==> src/rtl/snn_ctrl_pkg.sv <==
// Shared control-path types and default widths for the spike pattern memory,
// the pattern sequencer and the neuron array.
package snn_ctrl_pkg;

  localparam int unsigned TIMESTEP_ADDR_WIDTH_DEF            = 8;
  localparam int unsigned SPIKE_PATTERN_BATCH_ADDR_WIDTH_DEF = 6;
  localparam int unsigned SPIKES_PER_BATCH_DEF               = 32;

  typedef enum logic [2:0] {
    IDLE,
    FETCH,
    PRESENT,
    WAIT,
    DONE
  } seq_state_t;

endpackage

==> src/rtl/spike_pattern_sequencer_if.sv <==
// Host, playback and memory-side signals of the spike pattern sequencer.
interface spike_pattern_sequencer_if #(
  parameter int unsigned TIMESTEP_ADDR_WIDTH            = 8,
  parameter int unsigned SPIKE_PATTERN_BATCH_ADDR_WIDTH = 6,
  parameter int unsigned SPIKES_PER_BATCH               = 32
);
  logic                                      host_wen;
  logic                                      host_ren;
  logic [TIMESTEP_ADDR_WIDTH-1:0]            host_addr;
  logic [SPIKE_PATTERN_BATCH_ADDR_WIDTH-1:0] host_batch;
  logic [SPIKES_PER_BATCH-1:0]               host_wdata;
  logic [SPIKES_PER_BATCH-1:0]               host_rdata;
  logic                                      host_rvalid;
  logic                                      host_err;
  logic                                      start;
  logic                                      abort;
  logic [TIMESTEP_ADDR_WIDTH-1:0]            last_timestep;
  logic                                      net_ready;
  logic                                      busy;
  logic                                      timestep_valid;
  logic [TIMESTEP_ADDR_WIDTH-1:0]            timestep_idx;
  logic                                      done;
  logic [TIMESTEP_ADDR_WIDTH-1:0]            mem_addr;
  logic                                      mem_wen;
  logic [SPIKE_PATTERN_BATCH_ADDR_WIDTH-1:0] batch_sel;
  logic [SPIKES_PER_BATCH-1:0]               mem_data_in;
  logic [SPIKES_PER_BATCH-1:0]               mem_data_out;

  modport master (
    input  host_wen, host_ren, host_addr, host_batch, host_wdata,
    input  start, abort, last_timestep, net_ready, mem_data_out,
    output host_rdata, host_rvalid, host_err,
    output busy, timestep_valid, timestep_idx, done,
    output mem_addr, mem_wen, batch_sel, mem_data_in
  );

  modport slave (
    output host_wen, host_ren, host_addr, host_batch, host_wdata,
    output start, abort, last_timestep, net_ready, mem_data_out,
    input  host_rdata, host_rvalid, host_err,
    input  busy, timestep_valid, timestep_idx, done,
    input  mem_addr, mem_wen, batch_sel, mem_data_in
  );

endinterface

==> src/rtl/spike_pattern_sequencer_host_port.sv <==
// Memory input mux (host in IDLE, playback otherwise), host error flagging and
// the two-cycle readback pipe.
module spike_mem_host_port #(
  parameter int unsigned AW = 8,
  parameter int unsigned BW = 6,
  parameter int unsigned DW = 32
) (
  input  logic          clk,
  input  logic          rst_n,
  input  logic          i_idle,
  input  logic          i_start,
  input  logic          i_host_wen,
  input  logic          i_host_ren,
  input  logic [AW-1:0] i_host_addr,
  input  logic [BW-1:0] i_host_batch,
  input  logic [DW-1:0] i_host_wdata,
  input  logic [AW-1:0] i_play_addr,
  input  logic [DW-1:0] i_mem_rdata,
  output logic [AW-1:0] o_mem_addr,
  output logic          o_mem_wen,
  output logic [BW-1:0] o_batch_sel,
  output logic [DW-1:0] o_mem_wdata,
  output logic [DW-1:0] o_host_rdata,
  output logic          o_host_rvalid,
  output logic          o_host_err
);

  logic          w_accept;
  logic          w_rd_ok;
  logic          w_err;
  logic          r_rd_pend;
  logic          r_rvalid;
  logic          r_err;
  logic [DW-1:0] r_rdata;

  // A start in the same cycle steals the memory, so the host is locked out.
  assign w_accept = i_idle & ~i_start;
  assign w_rd_ok  = w_accept & i_host_ren & ~i_host_wen;
  assign w_err    = ((i_host_wen | i_host_ren) & ~w_accept) | (i_host_wen & i_host_ren);

  // Gated by rst_n so every memory-side output reads 0 while in reset.
  always_comb begin
    o_mem_addr  = '0;
    o_mem_wen   = 1'b0;
    o_batch_sel = '0;
    o_mem_wdata = '0;
    if (rst_n) begin
      if (i_idle) begin
        o_mem_addr  = i_host_addr;
        o_batch_sel = i_host_batch;
        o_mem_wdata = i_host_wdata;
        o_mem_wen   = w_accept & i_host_wen;
      end else begin
        o_mem_addr  = i_play_addr;
      end
    end
  end

  always_ff @(posedge clk or negedge rst_n) begin
    if (!rst_n) begin
      r_rd_pend <= 1'b0;
      r_rvalid  <= 1'b0;
      r_err     <= 1'b0;
      r_rdata   <= '0;
    end else begin
      r_rd_pend <= w_rd_ok;
      r_rvalid  <= r_rd_pend;
      r_err     <= w_err;
      if (r_rd_pend) begin
        r_rdata <= i_mem_rdata;
      end
    end
  end

  assign o_host_rdata  = r_rdata;
  assign o_host_rvalid = r_rvalid;
  assign o_host_err    = r_err;

endmodule

==> src/rtl/spike_pattern_sequencer.sv <==
// Playback sequencer for the spike pattern memory: steps timesteps 0..last,
// handshaking each with the neuron array, and lends the memory to the host in IDLE.
module spike_pattern_sequencer
  import snn_ctrl_pkg::*;
#(
  parameter int unsigned TIMESTEP_ADDR_WIDTH            = TIMESTEP_ADDR_WIDTH_DEF,
  parameter int unsigned SPIKE_PATTERN_BATCH_ADDR_WIDTH = SPIKE_PATTERN_BATCH_ADDR_WIDTH_DEF,
  parameter int unsigned SPIKES_PER_BATCH               = SPIKES_PER_BATCH_DEF
) (
  input logic                       clk,
  input logic                       rst_n,
  spike_pattern_sequencer_if.master bus
);

  localparam int unsigned AW = TIMESTEP_ADDR_WIDTH;

  seq_state_t      r_state;
  seq_state_t      w_state_d;
  logic [AW-1:0]   r_idx;
  logic [AW-1:0]   w_idx_d;
  logic [AW-1:0]   r_last;
  logic [AW-1:0]   w_last_d;

  always_ff @(posedge clk or negedge rst_n) begin
    if (!rst_n) begin
      r_state <= IDLE;
      r_idx   <= '0;
      r_last  <= '0;
    end else begin
      r_state <= w_state_d;
      r_idx   <= w_idx_d;
      r_last  <= w_last_d;
    end
  end

  always_comb begin
    w_state_d = r_state;
    w_idx_d   = r_idx;
    w_last_d  = r_last;
    unique case (r_state)
      IDLE: begin
        if (bus.start) begin
          w_state_d = FETCH;
          w_idx_d   = '0;
          w_last_d  = bus.last_timestep;
        end
      end
      FETCH:   w_state_d = bus.abort ? IDLE : PRESENT;
      PRESENT: w_state_d = bus.abort ? IDLE : WAIT;
      WAIT: begin
        // Abort wins over net_ready; DONE at equality means the index never wraps.
        if (bus.abort) begin
          w_state_d = IDLE;
        end else if (bus.net_ready) begin
          if (r_idx == r_last) begin
            w_state_d = DONE;
          end else begin
            w_state_d = FETCH;
            w_idx_d   = r_idx + 1'b1;
          end
        end
      end
      DONE:    w_state_d = IDLE;
      default: w_state_d = IDLE;
    endcase
  end

  assign bus.busy           = (r_state != IDLE);
  assign bus.timestep_valid = (r_state == PRESENT);
  assign bus.done           = (r_state == DONE);
  assign bus.timestep_idx   = r_idx;

  spike_mem_host_port #(
    .AW (TIMESTEP_ADDR_WIDTH),
    .BW (SPIKE_PATTERN_BATCH_ADDR_WIDTH),
    .DW (SPIKES_PER_BATCH)
  ) u_host_port (
    .clk           (clk),
    .rst_n         (rst_n),
    .i_idle        (r_state == IDLE),
    .i_start       (bus.start),
    .i_host_wen    (bus.host_wen),
    .i_host_ren    (bus.host_ren),
    .i_host_addr   (bus.host_addr),
    .i_host_batch  (bus.host_batch),
    .i_host_wdata  (bus.host_wdata),
    .i_play_addr   (r_idx),
    .i_mem_rdata   (bus.mem_data_out),
    .o_mem_addr    (bus.mem_addr),
    .o_mem_wen     (bus.mem_wen),
    .o_batch_sel   (bus.batch_sel),
    .o_mem_wdata   (bus.mem_data_in),
    .o_host_rdata  (bus.host_rdata),
    .o_host_rvalid (bus.host_rvalid),
    .o_host_err    (bus.host_err)
  );

endmodule

==> src/flat_wrapper.sv <==
// flat-port wrapper written by rule: the top's interface ports become plain ports
module spike_pattern_sequencer_flat import snn_ctrl_pkg::*;
#(
  parameter int unsigned TIMESTEP_ADDR_WIDTH            = TIMESTEP_ADDR_WIDTH_DEF,
  parameter int unsigned SPIKE_PATTERN_BATCH_ADDR_WIDTH = SPIKE_PATTERN_BATCH_ADDR_WIDTH_DEF,
  parameter int unsigned SPIKES_PER_BATCH               = SPIKES_PER_BATCH_DEF
)
  (clk, rst_n, bus_host_wen, bus_host_ren, bus_host_addr, bus_host_batch, bus_host_wdata, bus_start, bus_abort, bus_last_timestep, bus_net_ready, bus_mem_data_out, bus_host_rdata, bus_host_rvalid, bus_host_err, bus_busy, bus_timestep_valid, bus_timestep_idx, bus_done, bus_mem_addr, bus_mem_wen, bus_batch_sel, bus_mem_data_in);
  spike_pattern_sequencer_if #(.TIMESTEP_ADDR_WIDTH(TIMESTEP_ADDR_WIDTH), .SPIKE_PATTERN_BATCH_ADDR_WIDTH(SPIKE_PATTERN_BATCH_ADDR_WIDTH), .SPIKES_PER_BATCH(SPIKES_PER_BATCH)) bus_i ();
  input logic clk;
  input logic rst_n;
  input wire logic [$bits(bus_i.host_wen)-1:0] bus_host_wen;
  input wire logic [$bits(bus_i.host_ren)-1:0] bus_host_ren;
  input wire logic [$bits(bus_i.host_addr)-1:0] bus_host_addr;
  input wire logic [$bits(bus_i.host_batch)-1:0] bus_host_batch;
  input wire logic [$bits(bus_i.host_wdata)-1:0] bus_host_wdata;
  input wire logic [$bits(bus_i.start)-1:0] bus_start;
  input wire logic [$bits(bus_i.abort)-1:0] bus_abort;
  input wire logic [$bits(bus_i.last_timestep)-1:0] bus_last_timestep;
  input wire logic [$bits(bus_i.net_ready)-1:0] bus_net_ready;
  input wire logic [$bits(bus_i.mem_data_out)-1:0] bus_mem_data_out;
  output wire logic [$bits(bus_i.host_rdata)-1:0] bus_host_rdata;
  output wire logic [$bits(bus_i.host_rvalid)-1:0] bus_host_rvalid;
  output wire logic [$bits(bus_i.host_err)-1:0] bus_host_err;
  output wire logic [$bits(bus_i.busy)-1:0] bus_busy;
  output wire logic [$bits(bus_i.timestep_valid)-1:0] bus_timestep_valid;
  output wire logic [$bits(bus_i.timestep_idx)-1:0] bus_timestep_idx;
  output wire logic [$bits(bus_i.done)-1:0] bus_done;
  output wire logic [$bits(bus_i.mem_addr)-1:0] bus_mem_addr;
  output wire logic [$bits(bus_i.mem_wen)-1:0] bus_mem_wen;
  output wire logic [$bits(bus_i.batch_sel)-1:0] bus_batch_sel;
  output wire logic [$bits(bus_i.mem_data_in)-1:0] bus_mem_data_in;
  assign bus_i.host_wen = bus_host_wen;
  assign bus_i.host_ren = bus_host_ren;
  assign bus_i.host_addr = bus_host_addr;
  assign bus_i.host_batch = bus_host_batch;
  assign bus_i.host_wdata = bus_host_wdata;
  assign bus_i.start = bus_start;
  assign bus_i.abort = bus_abort;
  assign bus_i.last_timestep = bus_last_timestep;
  assign bus_i.net_ready = bus_net_ready;
  assign bus_i.mem_data_out = bus_mem_data_out;
  assign bus_host_rdata = bus_i.host_rdata;
  assign bus_host_rvalid = bus_i.host_rvalid;
  assign bus_host_err = bus_i.host_err;
  assign bus_busy = bus_i.busy;
  assign bus_timestep_valid = bus_i.timestep_valid;
  assign bus_timestep_idx = bus_i.timestep_idx;
  assign bus_done = bus_i.done;
  assign bus_mem_addr = bus_i.mem_addr;
  assign bus_mem_wen = bus_i.mem_wen;
  assign bus_batch_sel = bus_i.batch_sel;
  assign bus_mem_data_in = bus_i.mem_data_in;
  spike_pattern_sequencer #(.TIMESTEP_ADDR_WIDTH(TIMESTEP_ADDR_WIDTH), .SPIKE_PATTERN_BATCH_ADDR_WIDTH(SPIKE_PATTERN_BATCH_ADDR_WIDTH), .SPIKES_PER_BATCH(SPIKES_PER_BATCH)) u_core (.clk(clk), .rst_n(rst_n), .bus(bus_i));
endmodule
==> config.mk <==
export PLATFORM = sky130hd
export DESIGN_NAME = spike_pattern_sequencer_flat
export DESIGN_NICKNAME = d
export VERILOG_FILES = /design/src/rtl/snn_ctrl_pkg.sv /design/src/rtl/spike_pattern_sequencer_if.sv /design/src/rtl/spike_pattern_sequencer_host_port.sv /design/src/rtl/spike_pattern_sequencer.sv /design/src/flat_wrapper.sv
export SDC_FILE = /design/constraint.sdc
export NUM_CORES = 1
export LEC_CHECK = 0
export ABC_AREA = 1
export CORE_ASPECT_RATIO = 1.5
export CORE_MARGIN = 2
export CORE_UTILIZATION = 30
export CTS_BUF_LIST = sky130_fd_sc_hd__clkbuf_4
export CTS_CLUSTER_DIAMETER = 120
export DETAILED_ROUTE_END_ITERATION = 16
export PLACE_DENSITY_LB_ADDON = 0.25
export RECOVER_POWER = 100
export SLEW_MARGIN = 20
export SYNTH_ARGS = -nofsm -noshare
export SYNTH_HDL_FRONTEND = slang
export SYNTH_HIERARCHICAL = 1
export SYNTH_SLANG_ARGS = --single-unit
==> constraint.sdc <==
create_clock -name clk -period 4.05 [get_ports clk]
set_input_delay 0.81 -clock clk [delete_from_list [all_inputs] [get_ports clk]]
set_output_delay 0.81 -clock clk [all_outputs]
set_load 0.05 [all_outputs]
==> impl_metrics.json <==
{
  "place.gp.congestion": 0.757,
  "die_area_um2": 11000,
  "reg2reg_depth": 7,
  "drive_gt1_frac": 0.0431,
  "cts_buffers": 5,
  "n_fill_cell": 1045,
  "r2r_slack_ns": 1.71,
  "num_io_pins": 185,
  "synth_top_family_by_area": "simple AND/OR/NAND/NOR gates",
  "max-cap-violations": 2,
  "avgSynthCellArea_um2": 7.16,
  "dpl.hpwl_um": 6340,
  "setup_viol": 0,
  "ys_seq_elements": 54,
  "clk_pin_slew_ns": 0.15,
  "holdWs_ns": 0.362,
  "grt_pass1_wl_um": 13400,
  "fp.coreArea_um2": 10000,
  "wl_met3_um": 675,
  "p_total_uw": 3140,
  "cts_resized": 0,
  "die_h_um": 127,
  "cellLeakagePower_uw": 0.00239,
  "maxSlewHeadroom": -0.103,
  "startpoint": "u_core/r_state[0]",
  "syn_area_um2": 3040,
  "wl_met2_um": 3930,
  "grt_pass1_vias": 3047,
  "cts_sinks": 54,
  "ir_drop_mv": 0.305,
  "routed.top_layer": "met4",
  "synthXorXnorAreaFrac": 0.0201,
  "fmax_mhz": 296,
  "route.detailed.drc": 0,
  "ys_warn_count": 6,
  "powerDensity_nw_per_um2": 667,
  "finalMaxSlewViolations": 100,
  "grt_start_max_net_pins": 66,
  "critical_path_class": "reg -> out",
  "synth_compound_area_frac": 0.0608,
  "required_ns": 3.24,
  "vias": 3040,
  "min_period_ns": 3.38,
  "regArea_um2": 1350,
  "cts_root_buf": "clkbuf_4",
  "detail_route.wl_per_cell_um": 11.0,
  "clk_latency_ns": 0.38,
  "min_period_over_period": 0.834,
  "start_util": 0.304,
  "vias_per_cell": 4.21,
  "cts-hold-fix-buffers": 0,
  "tightest_slew_ns": 1.65,
  "multi_input_area_um2": 1130,
  "crit_arrival_ns": 2.57,
  "final_util": 0.469,
  "skew_ns": 0.0102,
  "yosys.area_share.simple": 0.300,
  "cp-start-kind": "register",
  "r2r_start": "u_core/r_state[0]",
  "postRouteAntennaNets": 0,
  "hold_class": "in -> async",
  "design_area_um2": 4700,
  "htreeDepth": 2,
  "synth.area.mux_share": 0.0123,
  "finalSetupTns_ns": 0,
  "wl_met1_um": 3190,
  "drt_iter0_drc": 69,
  "end_kind": "primary output",
  "wl_um": 7970,
  "grt_usage": 0.151,
  "outcome": "complete, but fails checks",
  "ys_seq_area_frac": 0.444,
  "post_cts.repair.setup_buffers": 0,
  "die_w_um": 86.3,
  "rsz0062_at_grt": "false",
  "nNetsFinal": 696,
  "num_rows": 45,
  "synth.distinct_cells": 25,
  "violations": "capacitance limit, slew limit",
  "synthAdderAreaFrac": 0.00411,
  "synth_nets": 519,
  "placed_area_um2": 4830,
  "area_delta_synth_final_pct": 54.5,
  "grt_antenna_before_repair": 2,
  "crit_fanout": 21,
  "portBuffers": 184,
  "overflow": 0,
  "cts_tree": "done",
  "hold_viol_final": 0,
  "worst_r2r_endpoint": "u_core/bus.timestep_idx[0]",
  "dr.pass1.iters": 4,
  "syn-instance-count": 425,
  "cts.path.max_buffers": 2
}
power by group:
group          switching (uW)  total (uW)  internal, uW
clock                     167         242          75.4
sequential                132         884           752
combinational            1450        2010           563
total                    1750        3140          1390
cells in the mapped netlist:
library cell | instances | area share
a21oi_1 | 5 | 0.0082
buf_12 | 1 | 0.0066
buf_2 | 9 | 0.015
buf_4 | 2 | 0.0049
buf_6 | 2 | 0.0074
clkbuf_2 | 2 | 0.0033
dfrtp_1 | 54 | 0.44
ha_1 | 1 | 0.0041
inv_1 | 98 | 0.12
inv_2 | 1 | 0.0012
mux2_2 | 2 | 0.0074
mux2_4 | 1 | 0.0049
nand2_1 | 107 | 0.13
nand2_2 | 2 | 0.0041
nand2_4 | 2 | 0.0074
nand3_1 | 11 | 0.018
nor2_1 | 67 | 0.083
nor2_2 | 1 | 0.0021
nor2_4 | 11 | 0.041
nor3_1 | 5 | 0.0082
nor3b_1 | 1 | 0.0025
o21ai_0 | 32 | 0.053
or2_1 | 1 | 0.0021
xnor2_1 | 4 | 0.012
xor2_1 | 3 | 0.0086
stage by stage:
stage	setup slack, ns	instances
final	0.673	722
after global routing	0.449	722
after CTS	0.665	720
after detailed placement	0.915	712
after global placement	0.940	712
after floorplan	1.06	425
worst max-delay path, stage by stage (launching register included):
cell and delay (ns):
dfrtp_1 0.47, nor2_2 0.12, inv_1 0.08, nor2_4 0.41, nor2_1 0.11, nor2_1 0.13, dlygate4sd3_1 0.88
cell usage in the layout, fill, tap and decap left out, drive strengths merged:
master	netlist	routed
clkdlybuf4s50	0	90
ha	1	1
mux2	3	3
clkbuf	2	38
a21oi	5	5
nand2	111	111
nor3	5	5
nor2	79	79
dlygate4sd3	0	54
nand3	11	11
xnor2	4	4
o21ai	32	32
or2	1	1
clkinv	0	2
buf	14	10
dfrtp	54	54
diode	0	2
nor3b	1	1
inv	99	99
xor2	3	3
state kept, by name, indices dropped and copies added, names as in the netlist:
signal                            count
u_core/bus.timestep_idx               8
u_core/u_host_port/o_host_rvalid      1
u_core/r_last                         8
u_core/r_state                        3
u_core/u_host_port/r_rd_pend          1
u_core/u_host_port/o_host_err         1
u_core/u_host_port/o_host_rdata      32
area by class of cell:
class / instances / share of cell area
tap: 117 / 0.0311
multi-input combinational: 256 / 0.241
antenna: 2 / 0.00106
timing repair buffer: 186 / 0.348
clock inverter: 2 / 0.00293
sequential: 54 / 0.287
clock buffer: 6 / 0.00958
inverter: 99 / 0.0790
worst max path at each step:
stage,slack (ns),cells past startpoint,endpoint
finish,0.67,6,bus_mem_addr[4]
global route,0.45,6,bus_mem_wen
CTS,0.67,6,bus_mem_addr[4]
detailed placement,0.91,6,bus_mem_addr[4]
global placement,0.94,6,bus_mem_addr[5]
floorplan,1.06,4,bus_mem_wen
per-layer routing:
metal  track usage  vias up
li1              -     1582
met1         0.174     1307
met2         0.263      140
met3        0.0362       11
met4        0.0662        0
met5             0        -
cell families after synthesis:
logic type	after synthesis
xor+xnor	7
fa+ha+maj	1
mux	3
compound gates	37
simple gates	208
flops	54
buf+inv	115
Note: power is estimated with default switching activity, not from simulation.
